`config.mk`:
```
export PLATFORM = sky130hd
export DESIGN_NAME = mems_mics_frame_writer
export DESIGN_NICKNAME = d
export VERILOG_FILES = /design/src/rtl/mems_mics_frame_writer.sv
export SDC_FILE = /design/constraint.sdc
export NUM_CORES = 1
export LEC_CHECK = 0
export ABC_AREA = 1
export CAP_MARGIN = 20
export CORE_ASPECT_RATIO = 1.25
export CORE_MARGIN = 3
export CORE_UTILIZATION = 30
export CTS_CLUSTER_DIAMETER = 40
export DETAILED_ROUTE_END_ITERATION = 12
export SETUP_SLACK_MARGIN = 0.2
export SYNTH_ARGS = -nofsm -noshare
export SYNTH_HDL_FRONTEND = slang
export SYNTH_SLANG_ARGS = --single-unit
```
`constraint.sdc`:
```
create_clock -name clk -period 3.85 [get_ports clk]
set_clock_uncertainty 0.2 [all_clocks]
set_input_delay 0.9625 -clock clk [delete_from_list [all_inputs] [get_ports clk]]
set_output_delay 0.9625 -clock clk [all_outputs]
set_load 0.03 [all_outputs]
```
`src/rtl/mems_mics_frame_writer.sv`:
```
// mems_mics_frame_writer
//   Collects one PCM sample per channel from the MEMS mic decimators into a
//   256-bit frame (NUM_CH lanes of SAMPLE_W bits). Each completed frame is
//   written into the dual-port RAM through its s2 Avalon port. The RAM is used
//   as a ring buffer, and this block tracks write/read pointers and fill level
//   for the HPS reader on s1.
//   Optional feature macro: MEMS_FRAME_IRQ_EN. When it is defined, a registered
//   level IRQ is built for (fill_level >= IRQ_THRESH) | overflow. When it is
//   undefined, irq is tied low.
module mems_mics_frame_writer #(
  parameter int NUM_CH   = 16,
  parameter int SAMPLE_W = 16,
  parameter int ADDR_W   = 7
`ifdef MEMS_FRAME_IRQ_EN
  ,
  parameter int IRQ_THRESH = 64
`endif
) (
  input  logic                         clk,
  input  logic                         reset_n,
  input  logic                         enable,
  input  logic                         sample_valid,
  input  logic [$clog2(NUM_CH)-1:0]    sample_ch,
  input  logic [SAMPLE_W-1:0]          sample_data,
  output logic [ADDR_W-1:0]            ram_address,
  output logic [NUM_CH*SAMPLE_W-1:0]   ram_writedata,
  output logic [NUM_CH*SAMPLE_W/8-1:0] ram_byteenable,
  output logic                         ram_chipselect,
  output logic                         ram_write,
  input  logic                         rd_release,
  input  logic [ADDR_W:0]              rd_release_cnt,
  output logic [ADDR_W-1:0]            wr_ptr,
  output logic [ADDR_W-1:0]            rd_ptr,
  output logic [ADDR_W:0]              fill_level,
  output logic                         overflow,
  output logic                         release_err,
  output logic [15:0]                  dropped_cnt,
  input  logic                         clear_err,
  output logic                         irq
);

  localparam int FRAME_W = NUM_CH * SAMPLE_W;
  localparam int FILL_W  = ADDR_W + 1;
  localparam int DEPTH   = 1 << ADDR_W;

  localparam logic IDLE    = 1'b0;
  localparam logic COLLECT = 1'b1;

  logic               state_q, state_d;
  logic [FRAME_W-1:0] asm_q, asm_d;       // frame under assembly
  logic [NUM_CH-1:0]  mask_q, mask_d;     // lanes filled so far
  logic [FRAME_W-1:0] hold_q, hold_d;     // completed frame awaiting its RAM write
  logic               pend_q, pend_d;     // RAM write strobe for this cycle
  logic [ADDR_W-1:0]  wr_ptr_q, wr_ptr_d;
  logic [ADDR_W-1:0]  rd_ptr_q, rd_ptr_d;
  logic [FILL_W-1:0]  fill_q, fill_d;
  logic               overflow_q, overflow_d;
  logic               rel_err_q, rel_err_d;
  logic [15:0]        dropped_q, dropped_d;

  logic               frame_done;
  logic               buf_full;
  logic               drop_evt;
  logic               rel_err_evt;
  logic [FILL_W-1:0]  rel_amt;
  logic [NUM_CH-1:0]  ch_onehot;

  assign ch_onehot = NUM_CH'(1) << sample_ch;
  assign buf_full  = (fill_q == FILL_W'(DEPTH));

  // Frame assembly FSM: fill lanes, hand a complete frame to the holding register.
  always_comb begin
    // NOTE: every variable gets a default first so no path leaves it unassigned (no latch).
    state_d    = state_q;
    asm_d      = asm_q;
    mask_d     = mask_q;
    hold_d     = hold_q;
    pend_d     = 1'b0;
    frame_done = 1'b0;
    case (state_q)
      IDLE: begin
        if (enable) state_d = COLLECT;
      end
      COLLECT: begin
        if (!enable) begin
          // Abandon the partial frame; a write already pending still finishes.
          state_d = IDLE;
          mask_d  = '0;
          asm_d   = '0;
        end else if (sample_valid) begin
          asm_d[sample_ch*SAMPLE_W +: SAMPLE_W] = sample_data;
          mask_d = mask_q | ch_onehot;
          if (&mask_d) begin
            frame_done = 1'b1;
            mask_d     = '0;
          end
        end
      end
      default: state_d = IDLE;
    endcase
    // The full check looks at the fill level as it stood before any same-cycle release.
    if (frame_done && !buf_full) begin
      hold_d = asm_d;
      pend_d = 1'b1;
    end
  end

  assign drop_evt    = frame_done && buf_full;
  assign rel_err_evt = rd_release && (rd_release_cnt > fill_q);

  // Ring pointers, fill level and sticky error bookkeeping.
  always_comb begin
    rel_amt = '0;
    if (rd_release) rel_amt = rel_err_evt ? fill_q : rd_release_cnt;

    wr_ptr_d = wr_ptr_q + ADDR_W'(pend_q);
    rd_ptr_d = rd_ptr_q + rel_amt[ADDR_W-1:0];
    fill_d   = fill_q + FILL_W'(pend_q) - rel_amt;

    // A new error event in the same cycle wins over clear_err.
    overflow_d = drop_evt    ? 1'b1 : (clear_err ? 1'b0 : overflow_q);
    rel_err_d  = rel_err_evt ? 1'b1 : (clear_err ? 1'b0 : rel_err_q);

    dropped_d = dropped_q;
    if (drop_evt) begin
      if (clear_err)              dropped_d = 16'd1;
      else if (dropped_q != '1)   dropped_d = dropped_q + 16'd1;
    end else if (clear_err) begin
      dropped_d = '0;
    end
  end

  // State registers; async reset also drops an in-flight RAM write strobe.
  always_ff @(posedge clk or negedge reset_n) begin
    if (!reset_n) begin
      state_q    <= IDLE;
      asm_q      <= '0;
      mask_q     <= '0;
      hold_q     <= '0;
      pend_q     <= 1'b0;
      wr_ptr_q   <= '0;
      rd_ptr_q   <= '0;
      fill_q     <= '0;
      overflow_q <= 1'b0;
      rel_err_q  <= 1'b0;
      dropped_q  <= '0;
    end else begin
      // NOTE: non-blocking assignments so every register samples pre-edge values.
      state_q    <= state_d;
      asm_q      <= asm_d;
      mask_q     <= mask_d;
      hold_q     <= hold_d;
      pend_q     <= pend_d;
      wr_ptr_q   <= wr_ptr_d;
      rd_ptr_q   <= rd_ptr_d;
      fill_q     <= fill_d;
      overflow_q <= overflow_d;
      rel_err_q  <= rel_err_d;
      dropped_q  <= dropped_d;
    end
  end

`ifdef MEMS_FRAME_IRQ_EN
  logic irq_q;

  // Level IRQ registered one cycle behind fill/overflow.
  always_ff @(posedge clk or negedge reset_n) begin
    if (!reset_n) irq_q <= 1'b0;
    else          irq_q <= (fill_q >= FILL_W'(IRQ_THRESH)) | overflow_q;
  end

  assign irq = irq_q;
`else
  assign irq = 1'b0;
`endif

  assign ram_address    = wr_ptr_q;
  assign ram_writedata  = hold_q;
  assign ram_byteenable = '1;
  assign ram_chipselect = pend_q;
  assign ram_write      = pend_q;
  assign wr_ptr         = wr_ptr_q;
  assign rd_ptr         = rd_ptr_q;
  assign fill_level     = fill_q;
  assign overflow       = overflow_q;
  assign release_err    = rel_err_q;
  assign dropped_cnt    = dropped_q;

endmodule

```
== Yosys cells after proc, flatten, opt, wreduce, memory -nomap -nowiden ==
Index checks and enable logic that the tools add are counted.

* Add/sub/neg operators: 6
* Order comparisons: 1
* Shift-type cells: 3
* Muxes and demuxes: 22
* Bitwise logic cells: 1
* Equal/unequal tests: 3
* Reduce and logical (&&, ||, !) cells: 10

{| class="wikitable"
|+ Operators with widths
! cell !! number
|-
| 2-to-1 mux 256 bit || 3
|-
| bitwise mux 256 bit || 1
|-
| variable shift 16 x 34 -> 256 bit (first input constant) || 1
|-
| variable part select 16 x 34 -> 256 bit || 1
|-
| 2-to-1 mux 16 bit || 7
|-
| negation 8 -> 34 bit || 1
|-
| adder 16 x 1 -> 16 bit (second input constant) || 1
|-
| 2-to-1 mux 8 bit || 2
|-
| inequality test 16 bit (second input constant) || 1
|-
| bitwise OR 16 bit || 1
|-
| AND reduction 16 bit || 1
|-
| left shift 1 x 4 -> 16 bit (first input constant) || 1
|-
| 2-to-1 mux 1 bit || 9
|-
| adder 8 x 1 -> 8 bit || 1
|-
| == test 8 bit (second input constant) || 1
|-
| greater-than comparator 8 bit || 1
|-
| subtractor 8 bit || 1
|-
| adder 7 x 1 -> 7 bit || 1
|-
| adder 7 bit || 1
|-
| nonzero test 2 bit || 3
|-
| AND reduction 2 bit || 2
|-
| logical AND 1 bit || 3
|-
| inequality test 2 x 1 -> 1 bit (second input constant) || 1
|-
| logical NOT 1 bit || 1
|}

* Word-level logic and storage cells: 57
* Output and inout port bits: 338
* Register bits: 570
* Input bits: 34

== Longest topological paths before layout ==
Gate-level depths: netlist (run 1).

* Depth in word-level cells: 10
* Mapped depth: 24
* Mapped depth without buffers: 23

== Worst setup path before layout (run 1) ==
Ideal clock, no wire load.

* Path kind: in2reg
* Start: input rd_release_cnt[1]
* End: register rd_ptr_q[6], in the netlist rd_ptr[6]
* Setup time: 113 ps
* Data required time: 3537 ps
* Path buffers: 1
* Setup slack: -40 ps
* Arrival time: 3577 ps
* Stages on the path: 23
* Cell sequence: ha_1 -> inv_1 -> nor2_1 -> nor2_1 -> o21ai_0 -> nand2_1 -> nand2_1 -> nand2_1 -> clkbuf_1 -> nand3_1 -> o21ai_0 -> ha_1 -> inv_1 -> fa_1 -> o21ai_0 -> nand2_1 -> nand2_1 -> a21oi_1 -> nand2b_1 -> nand2_1 -> nand2_1 -> nand2_1 -> inv_1

* Longest elaborated chain between the ends: 5

{| class="wikitable"
|+ Ends and longest elaborated chain
! what !! line !! RTL
|-
| start, declared || 31 || <nowiki>input logic [ADDR_W:0] rd_release_cnt,</nowiki>
|-
| greater-than comparator 8 bit || 109 || <nowiki>assign rel_err_evt = rd_release && (rd_release_cnt > fill_q);</nowiki>
|-
| logical AND 1 bit || 109 ||
|-
| 2-to-1 mux 8 bit (*) (2 in a row) || 114 || <nowiki>if (rd_release) rel_amt = rel_err_evt ? fill_q : rd_release_cnt;</nowiki>
|-
| adder 7 bit (*) || 117 || <nowiki>rd_ptr_d = rd_ptr_q + rel_amt[ADDR_W-1:0];</nowiki>
|-
| via rd_ptr_d[6] || 55 || <nowiki>logic [ADDR_W-1:0] rd_ptr_q, rd_ptr_d;</nowiki>
|-
| end signal, assigned || 155 || <nowiki>rd_ptr_q <= rd_ptr_d;</nowiki>
|-
| end, declared || 55 ||
|}

The timed path passes the listed nets; every way through them passes the cells marked *.
A chain may end at the register's enable or synchronous reset.

== Worst setup path after layout (run 1) ==
* Start: input rd_release_cnt[7]
* End: register fill_q[7], in the netlist fill_level[7]

* Longest elaborated chain between the ends: 5

{| class="wikitable"
|+ Ends and longest elaborated chain
! what !! line !! RTL
|-
| greater-than comparator 8 bit || 109 ||
|-
| logical AND 1 bit || 109 ||
|-
| 2-to-1 mux 8 bit (*) (2 in a row) || 114 ||
|-
| subtractor 8 bit (*) || 118 || <nowiki>fill_d = fill_q + FILL_W'(pend_q) - rel_amt;</nowiki>
|-
| via fill_d[7] || 56 || <nowiki>logic [FILL_W-1:0] fill_q, fill_d;</nowiki>
|-
| end signal, assigned || 156 || <nowiki>fill_q <= fill_d;</nowiki>
|-
| end, declared || 56 ||
|}

Marked as above.

==> summary.md, run 1 <==
| Metric | Value |
|---|---|
| Netlist cell types | 37 |
| VDD IR max | 0.324 mV |
| Final setup fails | 0 |
| Post-Synthesis Cells | 3372 |
| Number of antenna violations at the first check in global routing | 0 |
| Slowest CP cell | clkdlybuf4s50_1 |
| Fin. max-slew vios | 0 |
| Rows | 122 |
| Nets | 3847 |
| CTS Buf Count | 95 |
| Status | finished clean |
| Share of layout cells above drive strength 1 | 10.3% |
| Core ar. | 88700 um2 |
| CTS tree | built |
| Layout overhead on the synthesized area | 33.6% |
| Seq/Total Area, Yosys | 53.0% |
| Largest stage delay on the critical path | 0.43 ns |
| Gpl congestion | 0.862 |
| Slew margin rel. | 42.8% |
| Crit Path Class | input pin to flip-flop |
| Max H-tree Level | 3 |
| Average routed wire per standard cell | 18.1 um |
| Grt ovf | 0 |
| Via-to-Cell Ratio | 4.70 |
| Pwr Total | 18.1 mW |
| Crit Path Max Fanout | 5 |
| RSZ-0062 raised after global routing | no |
| Hpwl dp | 63300 um |
| TritonRoute pass-1 iters | 9 |
| Port Buf Inserts | 338 |
| Fmax | 0.277 GHz |
| Worst-margin pin slew | 0.858 ns |
| Fillers | 8868 |
| Vias in the first global route | 23.2k |
| Setup WS post-layout | 0.239 ns |
| Initial Utilization | 30.3% |
| Global-route wire length before repair | 140000 um |
| Hold-fix buffers, CTS | 0 |
| Initial DRC count | 1640 |
| Routed Antenna Nets | 0 |
| Chip width | 274 um |
| Min Tclk post-route | 3.61 ns |
| Later-pin clock latency in the skew report | 0.66 ns |
| Hold WC Path Type | input pin to async pin |
| Maximum number of pins on one net before global-route repair | 94 |
| Worst-path cell chain | clkdlybuf4s50_1 -> ha_1 -> a21oi_1 -> o21a_1 -> nand2_2 -> nand2_4 -> buf_4 -> buf_4 -> nand3_1 -> o21ai_1 -> inv_1 -> ha_1 -> ha_1 -> nand2_1 -> a21oi_1 -> a211oi_2 -> o31ai_2 -> xnor2_1 |
| Critical Path Sink Type | flip-flop |
| CTS sink count | 570 |
| Synth warn | 0 |
| Placed insts | 4853 |
| Die extent in y | 341 um |
| IO Count | 372 |
| DRC violations left | 0 |
| All-Layer GR Usage | 19.3% |
| Synthesis-stage register bit count | 570 |
| Final Hold Fails | 0 |
| Pre-CTS setup slack | -0.404 ns |
| Clk pin slew, worst setup/hold paths | 0.06 ns |
| Final period util | 93.8% |
| Pwr Density | 505 nW/um2 |
| Crit path DAT | 3.92 ns |
| Leakage power | 18.2 nW |
| Max-cap violations | 0 |
| CP dominant cell by count | ha_1 |
| Final WL | 91200 um |
| Clock root cell | clkbuf_16 |
| Setup crit start kind | input pin |
| DR vias | 23.7k |
| Mapped cell area | 26900 um2 |
| Syn Area/Cell | 7.97 um2 |
| Worst Path Required | 4.16 ns |
| Die footprint | 93300 um2 |
| Finished Layout Cells | 5033 |
| Max clock buf depth | 3 |
## where the power goes
group / internal [mW] / switching [mW] / total [mW]
Combinational: 1.21 / 1.71 / 2.93
Clock: 5.46 / 3.44 / 8.90
Sequential: 6.20 / 0.132 / 6.33
## per-layer routing
| layer | global-route usage, % | wire length, um | vias up |
|---|---|---|---|
| li1 | - | - | 11493 |
| met1 | 25.8 | 40100 | 11335 |
| met2 | 30.8 | 42500 | 683 |
| met3 | 3.84 | 5430 | 144 |
| met4 | 7.36 | 3240 | 0 |
| met5 | 0 | 0 | - |
## logic make-up (layout without fill, tap and decap cells)
logic type / Yosys count / in the layout / share of synthesized area (%)
other: 2 / 34 / 0.0279
DFF: 570 / 570 / 53.0
buffers and inverters: 496 / 946 / 8.53
AOI/OAI and AO/OA: 316 / 316 / 6.29
and+or+nand+nor: 1921 / 1922 / 29.3
xor gates and xnor gates: 27 / 27 / 0.879
adders and majority gates: 40 / 40 / 1.92
## final timing paths
kind	from	end	slack, ns	depth (start not counted)
min in group clk	ram_writedata[11]	ram_writedata[11]	0.27	2
worst min register to register	ram_writedata[11]	ram_writedata[11]	0.27	2
worst max register to register	fill_level[7]	fill_level[7]	0.54	18
worst min-delay path	reset_n	ram_writedata[103]	0.13	1
worst max-delay path	rd_release_cnt[7]	fill_level[7]	0.24	18
max in group asynchronous	reset_n	fill_level[5]	2.42	2
## final cells by class
cell class,count,area [um2],share of cell area (%)
Sequential cell,570,14300,39.7
Multi-Input combinational cell,2338,10600,29.5
Timing Repair Buffer,508,5220,14.5
Clock buffer,105,2460,6.86
Tap cell,1178,1470,4.10
Inverter,260,996,2.77
Clock inverter,73,906,2.52
Antenna cell,1,2.50,0.00697
## per-stage QoR
| stage | hold slack [ns] | area, um2 | util (%) | setup TNS (ns) |
|---|---|---|---|---|
| after floorplan | 0.261 | 27000 | - | 0 |
| after global placement | 0.256 | 32400 | 36.6 | -2.51 |
| after detailed placement | 0.257 | 32400 | 36.6 | -2.21 |
| after CTS | 0.133 | 35800 | 40.4 | 0 |
| after global routing | 0.149 | 35900 | 40.5 | 0 |
| final | 0.132 | 35900 | 40.5 | 0 |
## cell usage after synthesis
cell type	instances	area, um2
inv_4	2	12.5
buf_1	10	37.5
o21ai_1	69	345
ha_1	38	475
nand2_1	1441	5410
conb_1	2	7.51
nand4_1	73	457
nor2_8	1	20.0
buf_2	63	315
o21a_1	1	7.51
fa_1	2	40.0
xor2_1	21	184
nand2_2	7	43.8
nand3_2	2	20.0
nand2b_1	1	6.26
clkinv_1	3	11.3
clkbuf_1	86	323
buf_6	16	180
o31ai_1	1	7.51
a21oi_1	58	290
inv_1	251	942
o211ai_1	26	195
nand3b_1	3	22.5
buf_4	61	458
o22ai_1	27	169
nor2_4	1	11.3
a31oi_1	2	12.5
a211oi_1	1	7.51
inv_2	4	15.0
o21ai_0	131	656
nor2_1	69	259
dfrtp_1	570	14300
nor3_1	16	80.1
xnor2_1	6	52.6
nor3_2	1	10.0
nor2_2	9	56.3
nand3_1	297	1490
## timing repair
| action | CTS | global route |
|---|---|---|
| endpoints found under the setup margin | 0 | 6 |
| resized for setup | 0 | 24 |
| buffers inserted | 0 | 0 |
## sequential cells by signal, summed over array words and instances, names as in the netlist
name / flops
state_q: 1
overflow: 1
release_err: 1
ram_chipselect: 1
ram_address: 7
ram_writedata: 256
dropped_cnt: 16
mask_q: 16
rd_ptr: 7
fill_level: 8
asm_q: 256
## placed cells by master (no fill, tap or decap), types with 6 or more instances in the layout
master,n
xnor2_1,6
clkinvlp_4,12
clkinv_4,12
clkinv_2,10
dfrtp_1,569
bufinv_16,10
nand2_2,8
o22ai_1,27
nand3_1,296
nor2_1,66
nor2_2,11
inv_6,15
clkbuf_16,95
buf_12,45
o211ai_1,26
buf_4,125
clkdlybuf4s50_1,334
o21ai_0,123
inv_8,8
xor2_1,21
inv_1,250
nand4_1,73
nand2_1,1439
ha_1,34
o21ai_1,72
nor3_1,16
a21oi_1,58
conb_1,33
## worst max-delay path: cells and delay by family
kind | cells | cell delay (ns)
simple gates | 4 | 0.33
xor+xnor | 1 | 0.13
compound gates | 6 | 0.87
buf+inv | 4 | 0.74
fa+ha+maj | 3 | 0.89
Note: power is estimated with default switching activity, not from simulation.
==> run 2: changes to the inputs <==
- CORE_MARGIN: 3 -> default
- CTS_BUF_LIST: default -> sky130_fd_sc_hd__clkbuf_4
- PLACE_DENSITY_LB_ADDON: default -> 0.05
==> summary.md, run 2 (synthesis gave the netlist of run 1 again) <==
| Metric | Value |
|---|---|
| Status | finished clean |
| Final instance area | 34400 um2 |
| CTS Buf Count | 162 |
| Nets | 3915 |
| Later-pin clock latency in the skew report | 0.99 ns |
| Net Switching | 4.54 mW |
| Largest stage delay on the critical path | 0.40 ns |
| Number of antenna violations at the first check in global routing | 2 |
| Placed insts | 4853 |
| Port Buf Inserts | 338 |
| Via-to-Cell Ratio | 4.66 |
| Vias in the first global route | 24.5k |
| Global-route wire length before repair | 147000 um |
| Hpwl dp | 64800 um |
| Crit Path Class | flip-flop to flip-flop |
| Setup WS post-layout | 0.442 ns |
| Max clock buf depth | 3 |
| Crit path DAT | 4.03 ns |
| Sw Ratio | 30.5% |
| Rows | 122 |
| Most frequent cells in the layout | 1440 x nand2_1, 569 x dfrtp_1, 335 x clkdlybuf4s50_1 |
| Pwr Density | 432 nW/um2 |
| Final setup fails | 0 |
| Final period util | 88.5% |
| Reg-to-Reg Start | fill_level[1] |
| Max H-tree Level | 4 |
| Sequential share of power | 42.5% |
| Max-cap violations | 0 |
| CP dominant cell by count | nand2_1 |
| Setup crit start kind | flip-flop |
| Worst Path Required | 4.48 ns |
| Worst-path cell chain | inv_1 -> ha_1 -> inv_1 -> nor2_1 -> nor2_1 -> o21ai_0 -> nand2_1 -> nand2_1 -> nand2_4 -> buf_4 -> buf_4 -> nand3_1 -> nand2_1 -> inv_1 -> ha_1 -> ha_1 -> nand2_1 -> a21oi_1 -> a211oi_2 -> o31ai_1 -> xnor2_1 |
| Crit Path Max Fanout | 9 |
| Die footprint | 90800 um2 |
| All-Layer GR Usage | 20.8% |
| Routed Antenna Nets | 0 |
| IO Count | 372 |
| DR vias | 23.9k |
| Internal Dissipation | 10.4 mW |
| Cell Area, Placed | 32300 um2 |
| Fillers | 9230 |
| Most common cell after layout, fill and taps aside | nand2_1 |
| Slew margin rel. | 46.0% |
| Pwr Total | 14.9 mW |
| Fin. max-slew vios | 0 |
| Finished Core Util | 38.8% |
| Clk pin slew, worst setup/hold paths | 0.06 ns |
| Worst R2R Setup Slack | 0.44 ns |
| Fmax | 0.293 GHz |
| Final WL | 94000 um |
| Initial DRC count | 1499 |
| Gpl congestion | 0.858 |
| Worst hold slack | 0.278 ns |
| Setup TNS | 0 ns |
| Clk pwr share | 38.6% |
| Chip width | 270 um |
| Maximum number of pins on one net before global-route repair | 115 |
| Min Tclk post-route | 3.41 ns |
| Leakage power | 17.7 nW |
| Pre-CTS setup slack | -0.550 ns |
| Final Hold Fails | 0 |
| Core ar. | 88700 um2 |
| Critical Path Sink Type | flip-flop |
| CTS tree | built |
| DRC violations left | 0 |
| Die extent in y | 337 um |
| Grt ovf | 0 |
| Average routed wire per standard cell | 18.3 um |
| RR Endpoint | fill_level[7] |
| FF-to-FF path depth | 21 |
| Layout overhead on the synthesized area | 28.1% |
| Slowest CP cell | dfrtp_1 |
| Share of layout cells above drive strength 1 | 11.8% |
| Initial Utilization | 30.3% |
| Hold WC Path Type | input pin to async pin |
| Worst-margin pin slew | 0.808 ns |
| TritonRoute pass-1 iters | 5 |
| CTS sink count | 570 |
| VDD IR max | 0.373 mV |
| RSZ-0062 raised after global routing | yes |
| Combinational power share | 18.8% |
| Clock root cell | clkbuf_4 |
| Finished Layout Cells | 5140 |
[run 2: changes by cell type in the layout (fill, tap and decap cells not counted), moves of 7 or more]
| cell | change |
|---|---|
| clkbuf_16 | -95 |
| buf_4 | +11 |
| bufinv_16 | -7 |
| clkinvlp_4 | -10 |
| clkinv_1 | +28 |
| buf_12 | -10 |
| clkbuf_4 | +239 |
| clkinv_2 | -8 |
| inv_6 | -14 |
| clkinv_4 | -8 |
| inv_8 | -7 |
[run 2: timing repair]
item                                   4_1_cts  5_1_grt
buffers inserted                             0        1
endpoints found under the hold margin       81        0
hold buffers                                 1        0
setup endpoints to repair                    0        3
gates resized for setup                      0        6
[run 2: layout make-up]
type	instances	area, um2	share of cell area (%)
repair buffers	510	5110	14.8
clock inverters	44	274	0.795
well taps	1178	1470	4.28
diodes	2	5.00	0.0145
inverters	260	996	2.89
flip-flops and latches	570	14300	41.4
multi-input cells	2337	10500	30.6
clock buffers	239	1790	5.21
[run 2: worst max-delay path by stage]
stage                       from           endpoint
2_1_floorplan  rd_release_cnt[1]          rd_ptr[6]
3_3_place_gp   rd_release_cnt[1]          rd_ptr[6]
3_5_place_dp   rd_release_cnt[1]      fill_level[7]
4_1_cts        ram_writedata[80]  ram_writedata[80]
5_1_grt            fill_level[1]      fill_level[5]
6_report           fill_level[1]      fill_level[7]
[run 2: critical path: cells and delay by family (launching register included)]
kind	cells	cell delay (ns)
fa+ha+maj	3	0.84
simple gates	8	0.71
buf+inv	5	0.52
compound gates	4	0.50
flops	1	0.40
xor+xnor	1	0.14
[run 2: power by group through the flow]
stage | registers (mW) | logic [mW] | clock network [mW]
2_1_floorplan | 6.56 | 1.42 | 0
3_3_place_gp | 6.44 | 2.73 | 0
3_5_place_dp | 6.45 | 2.79 | 0
4_1_cts | 6.34 | 2.81 | 6.00
5_1_grt | 6.35 | 3.14 | 6.29
6_report | 6.33 | 2.81 | 5.75
[run 2: per-layer routing]
metal,track usage [%],vias to the layer above,routed length (um)
li1,-,11671,-
met2,34.5,622,44900
met1,27.3,11466,42400
met5,0,-,0
met3,3.77,178,4140
met4,7.24,0,2520
